### src/rtl/mem_arbiter_pkg.sv
// Shared definitions for the two-port memory arbiter slice.
// Holds the FSM state encoding and the address/data width defaults
// that the arbiter, its interface and the 32x8 memory agree on.
package mem_arbiter_pkg;

  localparam int unsigned AW_DEF = 5;
  localparam int unsigned DW_DEF = 8;

  typedef enum logic [1:0] {
    IDLE  = 2'd0,
    ISSUE = 2'd1,
    RESP  = 2'd2
  } arb_state_t;

endpackage

### src/rtl/mem_arbiter_if.sv
// Bundle of every non-clock/reset signal of mem_arbiter.
//   p0_* / p1_*  : request/grant/done handshakes of fetch (0) and load/store (1)
//   mem_*        : registered memory-side controls plus returned read data
//   busy         : arbiter not idle
// slave  = arbiter view, master = CPU + memory view.
interface mem_arbiter_if
  import mem_arbiter_pkg::*;
#(
  parameter int unsigned AW = AW_DEF,
  parameter int unsigned DW = DW_DEF
) ();

  logic          p0_req,   p1_req;
  logic          p0_we,    p1_we;
  logic [AW-1:0] p0_addr,  p1_addr;
  logic [DW-1:0] p0_wdata, p1_wdata;
  logic          p0_gnt,   p1_gnt;
  logic          p0_done,  p1_done;
  logic [DW-1:0] p0_rdata, p1_rdata;

  logic [AW-1:0] mem_addr;
  logic [DW-1:0] mem_data_in;
  logic          mem_rd;
  logic          mem_wr;
  logic [DW-1:0] mem_data_out;
  logic          busy;

  modport slave (
    input  p0_req, p0_we, p0_addr, p0_wdata,
    input  p1_req, p1_we, p1_addr, p1_wdata,
    output p0_gnt, p0_done, p0_rdata,
    output p1_gnt, p1_done, p1_rdata,
    output mem_addr, mem_data_in, mem_rd, mem_wr,
    input  mem_data_out,
    output busy
  );

  modport master (
    output p0_req, p0_we, p0_addr, p0_wdata,
    output p1_req, p1_we, p1_addr, p1_wdata,
    input  p0_gnt, p0_done, p0_rdata,
    input  p1_gnt, p1_done, p1_rdata,
    input  mem_addr, mem_data_in, mem_rd, mem_wr,
    output mem_data_out,
    input  busy
  );

endinterface

### src/rtl/mem_arbiter_rr_arb2.sv
// rr_arb2: two-input picker.
//   req[1:0]   : pending requests
//   last       : port that won the previous grant
//   fixed_prio : 1 = port 0 wins ties, 0 = port != last wins ties
//   gnt[1:0]   : one-hot winner (zero when no request)
module rr_arb2 (
  input  logic [1:0] req,
  input  logic       last,
  input  logic       fixed_prio,
  output logic [1:0] gnt
);

  always_comb begin
    gnt = req;
    if (&req) begin
      gnt = (fixed_prio || last) ? 2'b01 : 2'b10;
    end
  end

endmodule

### src/rtl/mem_arbiter.sv
// mem_arbiter: shares the single port of the 32x8 synchronous data memory
// between instruction fetch (port 0) and the load/store unit (port 1).
//   clk, rst : rising-edge clock, synchronous active-high reset
//   bus      : mem_arbiter_if.slave (port handshakes, memory controls, busy)
// Timing: gnt (Mealy) at T, mem_rd/mem_wr at T+1, done/rdata at T+2.
// A new grant may be issued in the RESP cycle, giving 1 access per 2 cycles.
module mem_arbiter
  import mem_arbiter_pkg::*;
#(
  parameter int unsigned AW         = AW_DEF,
  parameter int unsigned DW         = DW_DEF,
  parameter bit          FIXED_PRIO = 1'b0
) (
  input  logic         clk,
  input  logic         rst,
  mem_arbiter_if.slave bus
);

  arb_state_t    state_q;
  logic          owner_q;
  logic          last_q;
  logic          done_q;
  logic          rd_q;
  logic          wr_q;
  logic [AW-1:0] addr_q;
  logic [DW-1:0] data_q;

  logic [1:0]    req;
  logic [1:0]    pick;
  logic          can_grant;
  logic          win;
  logic          sel_we;
  logic [AW-1:0] sel_addr;
  logic [DW-1:0] sel_wdata;

  assign req = {bus.p1_req, bus.p0_req};

  rr_arb2 u_pick (
    .req        (req),
    .last       (last_q),
    .fixed_prio (FIXED_PRIO),
    .gnt        (pick)
  );

  assign can_grant = ((state_q == IDLE) || (state_q == RESP)) && !rst;
  assign win       = pick[1];
  assign sel_we    = win ? bus.p1_we    : bus.p0_we;
  assign sel_addr  = win ? bus.p1_addr  : bus.p0_addr;
  assign sel_wdata = win ? bus.p1_wdata : bus.p0_wdata;

  always_ff @(posedge clk) begin
    if (rst) begin
      state_q <= IDLE;
      owner_q <= 1'b0;
      last_q  <= 1'b1;
      done_q  <= 1'b0;
      rd_q    <= 1'b0;
      wr_q    <= 1'b0;
      addr_q  <= '0;
      data_q  <= '0;
    end else begin
      done_q <= 1'b0;
      case (state_q)
        IDLE, RESP: begin
          if (|req) begin
            addr_q  <= sel_addr;
            data_q  <= sel_wdata;
            rd_q    <= ~sel_we;
            wr_q    <= sel_we;
            owner_q <= win;
            last_q  <= win;
            state_q <= ISSUE;
          end else begin
            state_q <= IDLE;
          end
        end
        ISSUE: begin
          rd_q    <= 1'b0;
          wr_q    <= 1'b0;
          done_q  <= 1'b1;
          state_q <= RESP;
        end
        default: begin
          rd_q    <= 1'b0;
          wr_q    <= 1'b0;
          state_q <= IDLE;
        end
      endcase
    end
  end

  assign bus.p0_gnt = can_grant & pick[0];
  assign bus.p1_gnt = can_grant & pick[1];

  // done is registered but masked by rst so a RESP cycle caught by reset
  // reports nothing; the abandoned access never completes.
  assign bus.p0_done  = done_q & ~owner_q & ~rst;
  assign bus.p1_done  = done_q &  owner_q & ~rst;
  assign bus.p0_rdata = bus.mem_data_out;
  assign bus.p1_rdata = bus.mem_data_out;

  assign bus.mem_addr    = addr_q;
  assign bus.mem_data_in = data_q;
  assign bus.mem_rd      = rd_q;
  assign bus.mem_wr      = wr_q;
  assign bus.busy        = (state_q != IDLE);

endmodule

### src/flat_wrapper.sv
// flat-port wrapper written by rule: the top's interface ports become plain ports
module mem_arbiter_flat import mem_arbiter_pkg::*;
#(
  parameter int unsigned AW         = AW_DEF,
  parameter int unsigned DW         = DW_DEF,
  parameter bit          FIXED_PRIO = 1'b0
)
  (clk, rst, bus_p0_req, bus_p0_we, bus_p0_addr, bus_p0_wdata, bus_p1_req, bus_p1_we, bus_p1_addr, bus_p1_wdata, bus_p0_gnt, bus_p0_done, bus_p0_rdata, bus_p1_gnt, bus_p1_done, bus_p1_rdata, bus_mem_addr, bus_mem_data_in, bus_mem_rd, bus_mem_wr, bus_mem_data_out, bus_busy);
  mem_arbiter_if #(.AW(AW), .DW(DW)) bus_i ();
  input  logic clk;
  input  logic rst;
  input wire logic [$bits(bus_i.p0_req)-1:0] bus_p0_req;
  input wire logic [$bits(bus_i.p0_we)-1:0] bus_p0_we;
  input wire logic [$bits(bus_i.p0_addr)-1:0] bus_p0_addr;
  input wire logic [$bits(bus_i.p0_wdata)-1:0] bus_p0_wdata;
  input wire logic [$bits(bus_i.p1_req)-1:0] bus_p1_req;
  input wire logic [$bits(bus_i.p1_we)-1:0] bus_p1_we;
  input wire logic [$bits(bus_i.p1_addr)-1:0] bus_p1_addr;
  input wire logic [$bits(bus_i.p1_wdata)-1:0] bus_p1_wdata;
  output wire logic [$bits(bus_i.p0_gnt)-1:0] bus_p0_gnt;
  output wire logic [$bits(bus_i.p0_done)-1:0] bus_p0_done;
  output wire logic [$bits(bus_i.p0_rdata)-1:0] bus_p0_rdata;
  output wire logic [$bits(bus_i.p1_gnt)-1:0] bus_p1_gnt;
  output wire logic [$bits(bus_i.p1_done)-1:0] bus_p1_done;
  output wire logic [$bits(bus_i.p1_rdata)-1:0] bus_p1_rdata;
  output wire logic [$bits(bus_i.mem_addr)-1:0] bus_mem_addr;
  output wire logic [$bits(bus_i.mem_data_in)-1:0] bus_mem_data_in;
  output wire logic [$bits(bus_i.mem_rd)-1:0] bus_mem_rd;
  output wire logic [$bits(bus_i.mem_wr)-1:0] bus_mem_wr;
  input wire logic [$bits(bus_i.mem_data_out)-1:0] bus_mem_data_out;
  output wire logic [$bits(bus_i.busy)-1:0] bus_busy;
  assign bus_i.p0_req = bus_p0_req;
  assign bus_i.p0_we = bus_p0_we;
  assign bus_i.p0_addr = bus_p0_addr;
  assign bus_i.p0_wdata = bus_p0_wdata;
  assign bus_i.p1_req = bus_p1_req;
  assign bus_i.p1_we = bus_p1_we;
  assign bus_i.p1_addr = bus_p1_addr;
  assign bus_i.p1_wdata = bus_p1_wdata;
  assign bus_p0_gnt = bus_i.p0_gnt;
  assign bus_p0_done = bus_i.p0_done;
  assign bus_p0_rdata = bus_i.p0_rdata;
  assign bus_p1_gnt = bus_i.p1_gnt;
  assign bus_p1_done = bus_i.p1_done;
  assign bus_p1_rdata = bus_i.p1_rdata;
  assign bus_mem_addr = bus_i.mem_addr;
  assign bus_mem_data_in = bus_i.mem_data_in;
  assign bus_mem_rd = bus_i.mem_rd;
  assign bus_mem_wr = bus_i.mem_wr;
  assign bus_i.mem_data_out = bus_mem_data_out;
  assign bus_busy = bus_i.busy;
  mem_arbiter #(.AW(AW), .DW(DW), .FIXED_PRIO(FIXED_PRIO)) u_core (.clk(clk), .rst(rst), .bus(bus_i));
endmodule
### config.mk
export PLATFORM = sky130hd
export DESIGN_NAME = mem_arbiter_flat
export DESIGN_NICKNAME = d
export VERILOG_FILES = /design/src/rtl/mem_arbiter_pkg.sv /design/src/rtl/mem_arbiter_if.sv /design/src/rtl/mem_arbiter_rr_arb2.sv /design/src/rtl/mem_arbiter.sv /design/src/flat_wrapper.sv
export SDC_FILE = /design/constraint.sdc
export NUM_CORES = 1
export LEC_CHECK = 0
export BUFFER_PORTS_ARGS = -buffer_cell sky130_fd_sc_hd__buf_2
export CAP_MARGIN = 10
export CORE_MARGIN = 8
export CORE_UTILIZATION = 42
export DETAILED_ROUTE_END_ITERATION = 10
export PLACE_DENSITY_LB_ADDON = 0.2
export SYNTH_ARGS = -nofsm -noshare
export SYNTH_HDL_FRONTEND = slang
export SYNTH_SLANG_ARGS = --single-unit
export TNS_END_PERCENT = 5
### constraint.sdc
create_clock -name clk -period 1.55 [get_ports clk]
set_input_delay 0.0775 -clock clk [delete_from_list [all_inputs] [get_ports clk]]
set_output_delay 0.0775 -clock clk [all_outputs]
set_load 0.01 [all_outputs]
; ---- Word level (Yosys, flattened, before mapping)
; Cells that the tools add are included.
; Widths: inputs -> output; s select.
[op_classes]
addsub = 0
multipliers = 0
div_mod_pow = 0
magnitude_cmp = 0
n_eq_ne = 2
shift = 0
n_mux = 8
bitwise = 10
n_reduce_logical = 10
[op_table]
columns = op, count
row1 = $mux 8, 1
row2 = $and 1x1->1, 6
row3 = $reduce_or 2->1, 3
row4 = $mux 5, 1
row5 = $mux 2, 2
row6 = $not 1->1, 4
row7 = $pmux 2 s2, 1
row8 = $reduce_and 2->1, 2
row9 = $mux 1, 3
row10 = $eq 2x1->1 const B, 1
row11 = $eq 2x2->1 const B, 1
row12 = $logic_not 2->1, 1
row13 = $reduce_bool 2->1, 1
row14 = $logic_and 1x1->1, 1
row15 = $logic_not 1->1, 1
row16 = $logic_or 1x1->1, 1
[totals]
reg_bits = 20
latch_bits = 0
mem_bits_rw = 0
romBits = 0
input_bits = 40
output_inout_bits = 36
word_cells = 38
n_memories = 0

; ---- Longest topological paths before layout
; Gate-level depths: netlist (run 1).
[logic_depth]
word_depth = 4
depth_mapped = 5
ltp_nobuf = 3

; ---- Cells and area by module
; A second synthesis (run 1) with hierarchy kept.
[unflattened]
cells_unflattened = 107
area_unflattened_um2 = 1088.5
[modules_own_cells]
columns = module, instances, cells_per_inst, area_each_um2, seq_area_each_um2
row1 = mem_arbiter, 1, 103, 1066.0, 380.4
row2 = rr_arb2, 1, 4, 22.5, 0.0

; ---- Least setup slack after synthesis (run 1)
; OpenSTA, ideal clock, no wires.
[synth_path]
kind = flip-flop to output port
start = register u_core.last_q
end = output port bus_p1_gnt
t_arrival_ns = 0.999
t_required_ns = 1.472
setup_slack_ns = 0.473
path_stages_with_launch = 4
n_path_buf = 1
path_cell_list = dfxtp_1 > a21bo_2 > buf_4 > nor3_1
[synth_via]
elab_chain_cells = 3
[synth_lines]
columns = item, line
row1 = "start, declared", mem_arbiter.sv:21  ; logic last_q;
row2 = "start signal, assigned", mem_arbiter.sv:71  ; last_q <= win;
row3 = $mux 2, mem_arbiter_rr_arb2.sv:16  ; gnt = (fixed_prio || last) ? 2'b01 : 2'b10;
row4 = $mux 2, mem_arbiter_rr_arb2.sv:15  ; if (&req) begin
row5 = $and 1x1->1, mem_arbiter.sv:93  ; assign bus.p1_gnt = can_grant & pick[1];
row6 = "end, declared", flat_wrapper.sv:23  ; output wire logic [$bits(bus_i.p1_gnt)-1:0] bus_p1_gnt;
; Every way passes these cells.

; ---- Worst setup path in the final report (run 1)
; Same ends and word-level chain as after synthesis.

==> results_tabular.tex, run 1 <==
\begin{tabular}{lr}
\hline
Metric & Value \\
\hline
\multicolumn{2}{l}{\textbf{Global route}} \\
Wire length of the first global-routing pass & 4650 µm \\
Pin count of the biggest net entering global routing & 22 \\
Antenna violations before repair & 0 \\
Via count of the first global-routing pass & 1,040 \\
GRT Resource Usage Total & 13.4\% \\
Residual overflow from global routing & 0 \\
\multicolumn{2}{l}{\textbf{Placed design}} \\
Area after detailed placement & 1150 µm² \\
IO Port Bufs & 51 \\
Instance count after placement with tap cells included & 181 \\
Worst-case setup slack after placement & 0.322 ns \\
Global placer's final weighted congestion & 0.773 \\
Placed wire-length estimate & 2090 µm \\
\multicolumn{2}{l}{\textbf{Flow run}} \\
Number of maximum-capacitance violations & 0 \\
\multicolumn{2}{l}{\textbf{Clock tree}} \\
Clock-pin slew on the worst setup and hold paths & 0.11 ns \\
Clk Latency, worst-skew pair & 0.29 ns \\
Number of gates resized after CTS & 0 \\
Number of post-CTS setup repair buffers & 0 \\
Number of hold buffers added after cts & 0 \\
Clock tree root driver cell & sky130\_fd\_sc\_hd\_\_clkbuf\_4 \\
Deepest clock path buffer count & 2 \\
Number of buffers created by CTS & 3 \\
TritonCTS clock tree & yes \\
TritonCTS sink count & 19 \\
Deepest level of the CTS H-tree & 1 \\
\multicolumn{2}{l}{\textbf{Routing}} \\
First DRT Iteration DRCs & 43 \\
Top layer used by detailed routing & met4 \\
Routed wl met3 & 335 µm \\
Routed length on met1 & 1160 µm \\
DRC & 0 \\
Length of routed met2 wiring & 1270 µm \\
Via total after detailed routing & 977 \\
Final antenna-violating net count & 0 \\
Wire length reported by the detailed router & 2800 µm \\
Vias per inst & 5.28 \\
Average routed wire per standard cell & 15.1 µm \\
Detailed-router iteration count before antenna repair & 4 \\
\multicolumn{2}{l}{\textbf{Final layout}} \\
Util after Layout & 49.3\% \\
Final-stage net count & 196 \\
Number of diodes added for antenna fixing & 0 \\
Non-filler cells, final & 185 \\
Layout overhead on the synthesized area & 16.0\% \\
Number of filler cells placed in the layout & 255 \\
Summed area of non-filler cells in the final layout & 1180 µm² \\
Share of post-route cells with drive strength above 1 & 38.1\% \\
\multicolumn{2}{l}{\textbf{Worst setup path}} \\
Critical Path RT & 1.47 ns \\
Biggest cell delay along the critical path & 0.46 ns \\
Worst Reg-to-Reg Cells & 3 \\
Cells along the critical path & a21bo\_2 > nor3\_1 > buf\_2 \\
CP arrival & 1.35 ns \\
Worst Path Class, Setup & reg -> out \\
CP delay by family, top & flip-flops \\
Kind of end point of the critical path & output pin \\
Sum of buffers and inverters on the critical path & 1 \\
Critical path depth in cells & 3 \\
Top fanout value on the critical path & 15 \\
Launching element type of the critical path & register \\
Slowest cell on the critical path & sky130\_fd\_sc\_hd\_\_dfxtp\_1 \\
\multicolumn{2}{l}{\textbf{Yosys}} \\
Number of distinct library cell variants in the gate-level netlist after synthesis & 24 \\
Number of synthesized flops with an enable pin & 0 \\
Netlist area before placement & 1010 µm² \\
Mapped Nets & 162 \\
Share of synthesized flip-flops with an asynchronous set or reset & 0\% \\
Sequential fraction of the synthesis area & 37.5\% \\
Post-synthesis register bit count & 19 \\
Leading register cell type out of synthesis & sky130\_fd\_sc\_hd\_\_dfxtp\_1 \\
Cells after synthesis & 122 \\
Number of synthesis warnings & 0 \\
Avg Cell Area, Syn & 8.32 µm² \\
\multicolumn{2}{l}{\textbf{Timing}} \\
Total Negative Setup Slacks & 0 ns \\
Crit share post-route & 92.1\% \\
Clk\_skew & 0.00195 ns \\
Worst setup slack after layout & 0.122 ns \\
Final critical-path required period & 1.43 ns \\
Final setup violation count & 0 \\
RSZ-0062 raised after global routing & no \\
Max Clk Rate & 700 MHz \\
Pin slew with the least headroom to its limit & 0.433 ns \\
Hold slack final & 0.0242 ns \\
Total count of max-transition violations in the final report & 0 \\
Worst-case headroom to the max-slew limit & 71.0\% \\
Hold Fails Final Rpt & 0 \\
\multicolumn{2}{l}{\textbf{Floorplan}} \\
Die outline width & 65.2 µm \\
Number of rows in the core area & 18 \\
Core Footprint & 2390 µm² \\
Die Y-Extent & 65.2 µm \\
Number of top-level pins & 76 \\
Initial cell density of the core & 42.5\% \\
Area of the die & 4240 µm² \\
\multicolumn{2}{l}{\textbf{Pwr}} \\
Peak VDD IR & 0.000533 V \\
Total design power & 1.10 mW \\
Static Leakage & 0.575 nW \\
Power Density & 932 nW/µm² \\
\multicolumn{2}{l}{\textbf{Status}} \\
Outcome & completed \\
\multicolumn{2}{l}{\textbf{Hold path}} \\
Depth of the worst hold-timing path & 3 \\
Worst min-delay path category & in -> reg \\
\hline
\end{tabular}
## worst register-to-register path: cells and delay by family (launching register included)
| kind | cells | cell delay (ns) |
|---|---|---|
| DFF | 1 | 0.38 |
| and+or+nand+nor | 1 | 0.10 |
| AOI/OAI and AO/OA | 2 | 0.68 |
## path summary, 6_finish.rpt
path | slack, ns | startpoint | end
max | 0.12 | u_core.last_q | bus_p1_gnt
min | 0.02 | bus_p1_we | u_core.bus.mem_wr
max reg2reg | 0.31 | u_core.last_q | u_core.bus.mem_addr[0]
min reg2reg | 0.47 | u_core.bus.mem_data_in[7] | u_core.bus.mem_data_in[7]
## report_power, final
part           switching (mW)  internal, mW
clock network           0.153         0.100
logic                   0.148         0.124
registers              0.0309         0.542
total                   0.332         0.766
## cell usage after synthesis (2+ instances only)
master,n,area share [%]
sky130_fd_sc_hd__a32oi_1,13,11
sky130_fd_sc_hd__nor2_1,5,1.8
sky130_fd_sc_hd__clkbuf_1,2,0.74
sky130_fd_sc_hd__buf_4,18,13
sky130_fd_sc_hd__inv_1,3,1.1
sky130_fd_sc_hd__nand2b_1,12,7.4
sky130_fd_sc_hd__nor3b_1,2,1.5
sky130_fd_sc_hd__nand2_1,28,10
sky130_fd_sc_hd__nor3_1,3,1.5
sky130_fd_sc_hd__buf_2,2,0.99
sky130_fd_sc_hd__dfxtp_1,19,37
sky130_fd_sc_hd__a21oi_1,3,1.5
## state kept, by name, summed over array words and instances (netlist names)
signal and flops:
u_core.bus.mem_addr 5, u_core.bus.mem_data_in 8, u_core.bus.mem_rd 1, u_core.bus.mem_wr 1
u_core.last_q 1, u_core.owner_q 1, u_core.state_q 2
## cells by family after synthesis
kind of cell	Yosys count	share of synthesized area (%)
AOI/OAI and AO/OA	25	21.5
DFF	19	37.5
buffers and inverters	26	17.3
and+or+nand+nor	52	23.8
## placed cells by master, fill, tap and decap left out, drive strengths merged
master,count
o211a,1
or2,1
o31ai,1
nor3b,2
a221o,1
nor3,3
nand2b,12
a21boi,1
nand2,28
dfxtp,19
o21ba,1
a21bo,1
buf,52
o21ai,1
a21oi,3
a32oi,13
nor2b,1
clkbuf,4
a2bb2oi,1
inv,3
a311oi,1
nor2,5
## area by class of cell
type	instances	area, µm²	share of cell area [%]
Multi-Input combinational cell	77	459	39.0
Tap cell	30	37.5	3.19
Timing Repair Buffer	52	263	22.3
Inverter	3	11.3	0.956
Sequential cell	19	380	32.3
Clock buffer	4	26.3	2.23
## per-layer routing
layer	global-route usage, %	vias to the layer above
li1	-	472
met1	15.0	449
met2	21.2	49
met3	6.12	7
met4	6.27	0
met5	0	-
Note: power is estimated with default switching activity, not from simulation.
==> run 2: changes to the inputs <==
==> constraint.sdc (replaced) <==
create_clock -name clk -period 1.8 [get_ports clk]
set_input_delay 0.09 -clock clk [delete_from_list [all_inputs] [get_ports clk]]
set_output_delay 0.09 -clock clk [all_outputs]
set_load 0.01 [all_outputs]
==> results_tabular.tex, run 2 (synthesis results as in run 1) <==
\begin{tabular}{lr}
\hline
Metric & Value \\
\hline
\multicolumn{2}{l}{\textbf{Floorplan}} \\
Number of rows in the core area & 18 (unchanged) \\
Initial cell density of the core & 42.5\% (unchanged) \\
Number of top-level pins & 76 (unchanged) \\
Core Footprint & 2390 µm² (unchanged) \\
Area of the die & 4240 µm² (unchanged) \\
Die Y-Extent & 65.2 µm (unchanged) \\
Die outline width & 65.2 µm (unchanged) \\
\multicolumn{2}{l}{\textbf{Worst setup path}} \\
Critical Path RT & 1.71 ns (+0.24 ns) \\
Biggest cell delay along the critical path & 0.45 ns (about the same) \\
Worst Path Class, Setup & reg -> out \\
Slowest cell on the critical path & sky130\_fd\_sc\_hd\_\_dfxtp\_1 \\
Cells along the critical path & a21bo\_2 > nor3\_1 > buf\_2 \\
Launching element type of the critical path & register \\
Kind of end point of the critical path & output pin \\
Worst Reg-to-Reg Cells & 3 (unchanged) \\
CP arrival & 1.33 ns (-0.02 ns) \\
Endpoint of the most critical register-to-register path & u\_core.bus.mem\_addr[0] \\
Top fanout value on the critical path & 15 (unchanged) \\
CP delay by family, top & flip-flops \\
Startpoint of the most critical register-to-register path & u\_core.last\_q \\
Sum of buffers and inverters on the critical path & 1 (unchanged) \\
Setup slack of the worst register-to-register path & 0.58 ns (+0.27 ns) \\
\multicolumn{2}{l}{\textbf{Timing}} \\
Pin slew with the least headroom to its limit & 0.422 ns (-0.0110 ns) \\
Max Clk Rate & 703 MHz \\
Final setup violation count & 0 (unchanged) \\
Total count of max-transition violations in the final report & 0 (unchanged) \\
Crit share post-route & 79.0\% \\
Total Negative Setup Slacks & 0 ns (unchanged) \\
Worst setup slack after layout & 0.379 ns (+0.256 ns) \\
Clk\_skew & 0.00379 ns (+0.00184 ns) \\
Hold Fails Final Rpt & 0 (unchanged) \\
Worst-case headroom to the max-slew limit & 71.8\% (+0.74 points) \\
Final critical-path required period & 1.42 ns \\
RSZ-0062 raised after global routing & no \\
\multicolumn{2}{l}{\textbf{Routing}} \\
Wire length reported by the detailed router & 2750 µm (-1.8\%) \\
Vias per inst & 5.11 (-3.3\%) \\
DRC & 0 (unchanged) \\
Detailed-router iteration count before antenna repair & 4 (unchanged) \\
Via total after detailed routing & 945 (-3.3\%) \\
Average routed wire per standard cell & 14.8 µm (-1.8\%) \\
First DRT Iteration DRCs & 33 (-23\%) \\
Final antenna-violating net count & 0 (unchanged) \\
\multicolumn{2}{l}{\textbf{Pwr}} \\
Proportion of power drawn by combinational gates & 24.7\% (about the same) \\
Clk network pwr share & 23.1\% (about the same) \\
Internal cell power & 0.656 mW (-14\%) \\
Switching power & 0.287 mW (-13\%) \\
Peak VDD IR & 0.000485 V (-8.9\%) \\
Switching portion of total power & 30.5\% (+0.22 points) \\
Power Density & 800 nW/µm² (-14\%) \\
Proportion of power drawn by flip-flops and latches & 52.2\% (about the same) \\
Static Leakage & 0.578 nW (+0.47\%) \\
\multicolumn{2}{l}{\textbf{Placed design}} \\
Worst-case setup slack after placement & 0.565 ns (+0.244 ns) \\
Instance count after placement with tap cells included & 181 (unchanged) \\
Placed wire-length estimate & 2020 µm (-3.3\%) \\
IO Port Bufs & 51 (unchanged) \\
Global placer's final weighted congestion & 0.762 (-1.5\%) \\
\multicolumn{2}{l}{\textbf{Final layout}} \\
Number of diodes added for antenna fixing & 0 (unchanged) \\
Non-filler cells, final & 185 (unchanged) \\
Share of post-route cells with drive strength above 1 & 38.7\% (+0.65 points) \\
Final-stage net count & 196 (unchanged) \\
Leading cell types in the layout, fill and taps excluded & sky130\_fd\_sc\_hd\_\_buf\_2 (51), sky130\_fd\_sc\_hd\_\_nand2\_1 (28), sky130\_fd\_sc\_hd\_\_dfxtp\_1 (19) \\
Leading cell type in the layout, fill and taps excluded & sky130\_fd\_sc\_hd\_\_buf\_2 \\
Number of flip-flops in the largest register & 8 (unchanged) \\
Layout overhead on the synthesized area & 16.2\% \\
\multicolumn{2}{l}{\textbf{Global route}} \\
GRT Resource Usage Total & 13.1\% (-0.29 points) \\
Residual overflow from global routing & 0 (unchanged) \\
Via count of the first global-routing pass & 965 (-7.2\%) \\
Wire length of the first global-routing pass & 4510 µm (-3.0\%) \\
Antenna violations before repair & 0 (unchanged) \\
Pin count of the biggest net entering global routing & 22 (unchanged) \\
\multicolumn{2}{l}{\textbf{Hold path}} \\
Hold wc startpoint & bus\_p1\_we \\
Worst min-delay path category & in -> reg \\
Depth of the worst hold-timing path & 3 (unchanged) \\
Worst hold path endpoint & u\_core.bus.mem\_wr \\
\multicolumn{2}{l}{\textbf{Clock tree}} \\
Clock tree root driver cell & sky130\_fd\_sc\_hd\_\_clkbuf\_4 \\
Deepest level of the CTS H-tree & 1 (unchanged) \\
Deepest clock path buffer count & 2 (unchanged) \\
Clk Latency, worst-skew pair & 0.30 ns (about the same) \\
Number of gates resized after CTS & 0 (unchanged) \\
TritonCTS sink count & 19 (unchanged) \\
Clock-pin slew on the worst setup and hold paths & 0.11 ns (about the same) \\
Number of buffers created by CTS & 3 (unchanged) \\
Number of post-CTS setup repair buffers & 0 (unchanged) \\
TritonCTS clock tree & yes \\
Number of hold buffers added after cts & 0 (unchanged) \\
\multicolumn{2}{l}{\textbf{Status}} \\
Outcome & completed \\
\multicolumn{2}{l}{\textbf{Flow run}} \\
Number of maximum-capacitance violations & 0 (unchanged) \\
\hline
\end{tabular}
[run 2: cell types whose count changed in the layout (fill, tap and decap cells not counted)]
cell / previous run / this run
sky130_fd_sc_hd__clkbuf_1: 1 / 0
sky130_fd_sc_hd__clkinv_2: 0 / 1
[run 2: worst max path at each step]
| stage | from | to | slack [ns] | cells past startpoint |
|---|---|---|---|---|
| final | u_core.last_q | bus_p1_gnt | 0.38 | 3 |
| after global routing | u_core.last_q | bus_p1_gnt | 0.28 | 3 |
| after CTS | u_core.last_q | bus_p1_gnt | 0.36 | 3 |
| after detailed placement | u_core.last_q | u_core.bus.mem_addr[0] | 0.57 | 3 |
| after global placement | u_core.last_q | u_core.bus.mem_addr[0] | 0.64 | 3 |
| after floorplan | u_core.last_q | bus_p1_gnt | 0.71 | 3 |
[run 2: per-layer routing]
metal	wire (µm)	vias to the layer above	share of wire, %	global-route usage, %
met5	0	-	0	0
met2	1200	43	44	19.9
met3	276	8	10	5.44
met4	49	0	1.8	6.81
li1	-	469	-	-
met1	1220	425	44	15.5
[run 2: stage by stage]
step | util [%] | power (mW) | cell area (µm²) | hold slack [ns]
final | 49.4 | 0.943 | 1180 | 0.0279
after global routing | 49.4 | 1.00 | 1180 | 0.0359
after CTS | 49.4 | 0.960 | 1180 | 0.0149
after detailed placement | 48.2 | 0.737 | 1150 | 0.180
after global placement | 48.2 | 0.734 | 1150 | 0.180
after floorplan | - | 0.674 | 1010 | 0.223
[run 2: power groups by stage]
stage	logic, mW	registers, mW	clock network, mW
final	0.233	0.493	0.217
after global routing	0.260	0.499	0.243
after CTS	0.237	0.493	0.230
after detailed placement	0.236	0.502	0
after global placement	0.233	0.500	0
after floorplan	0.155	0.519	0
[run 2: area by class of cell]
type                       count  area (µm²)
fill                         254        1210
multi-input combinational     77         459
sequential                    19         380
timing repair buffer          52         263
tap                           30        37.5
clock buffer                   3        22.5
inverter                       3        11.3
clock inverter                 1        5.00
[run 2: worst min-delay path, cell delays in order]
cell and delay [ns]:
sky130_fd_sc_hd__buf_2 0.11, sky130_fd_sc_hd__nand2_1 0.05, sky130_fd_sc_hd__a21oi_1 0.05
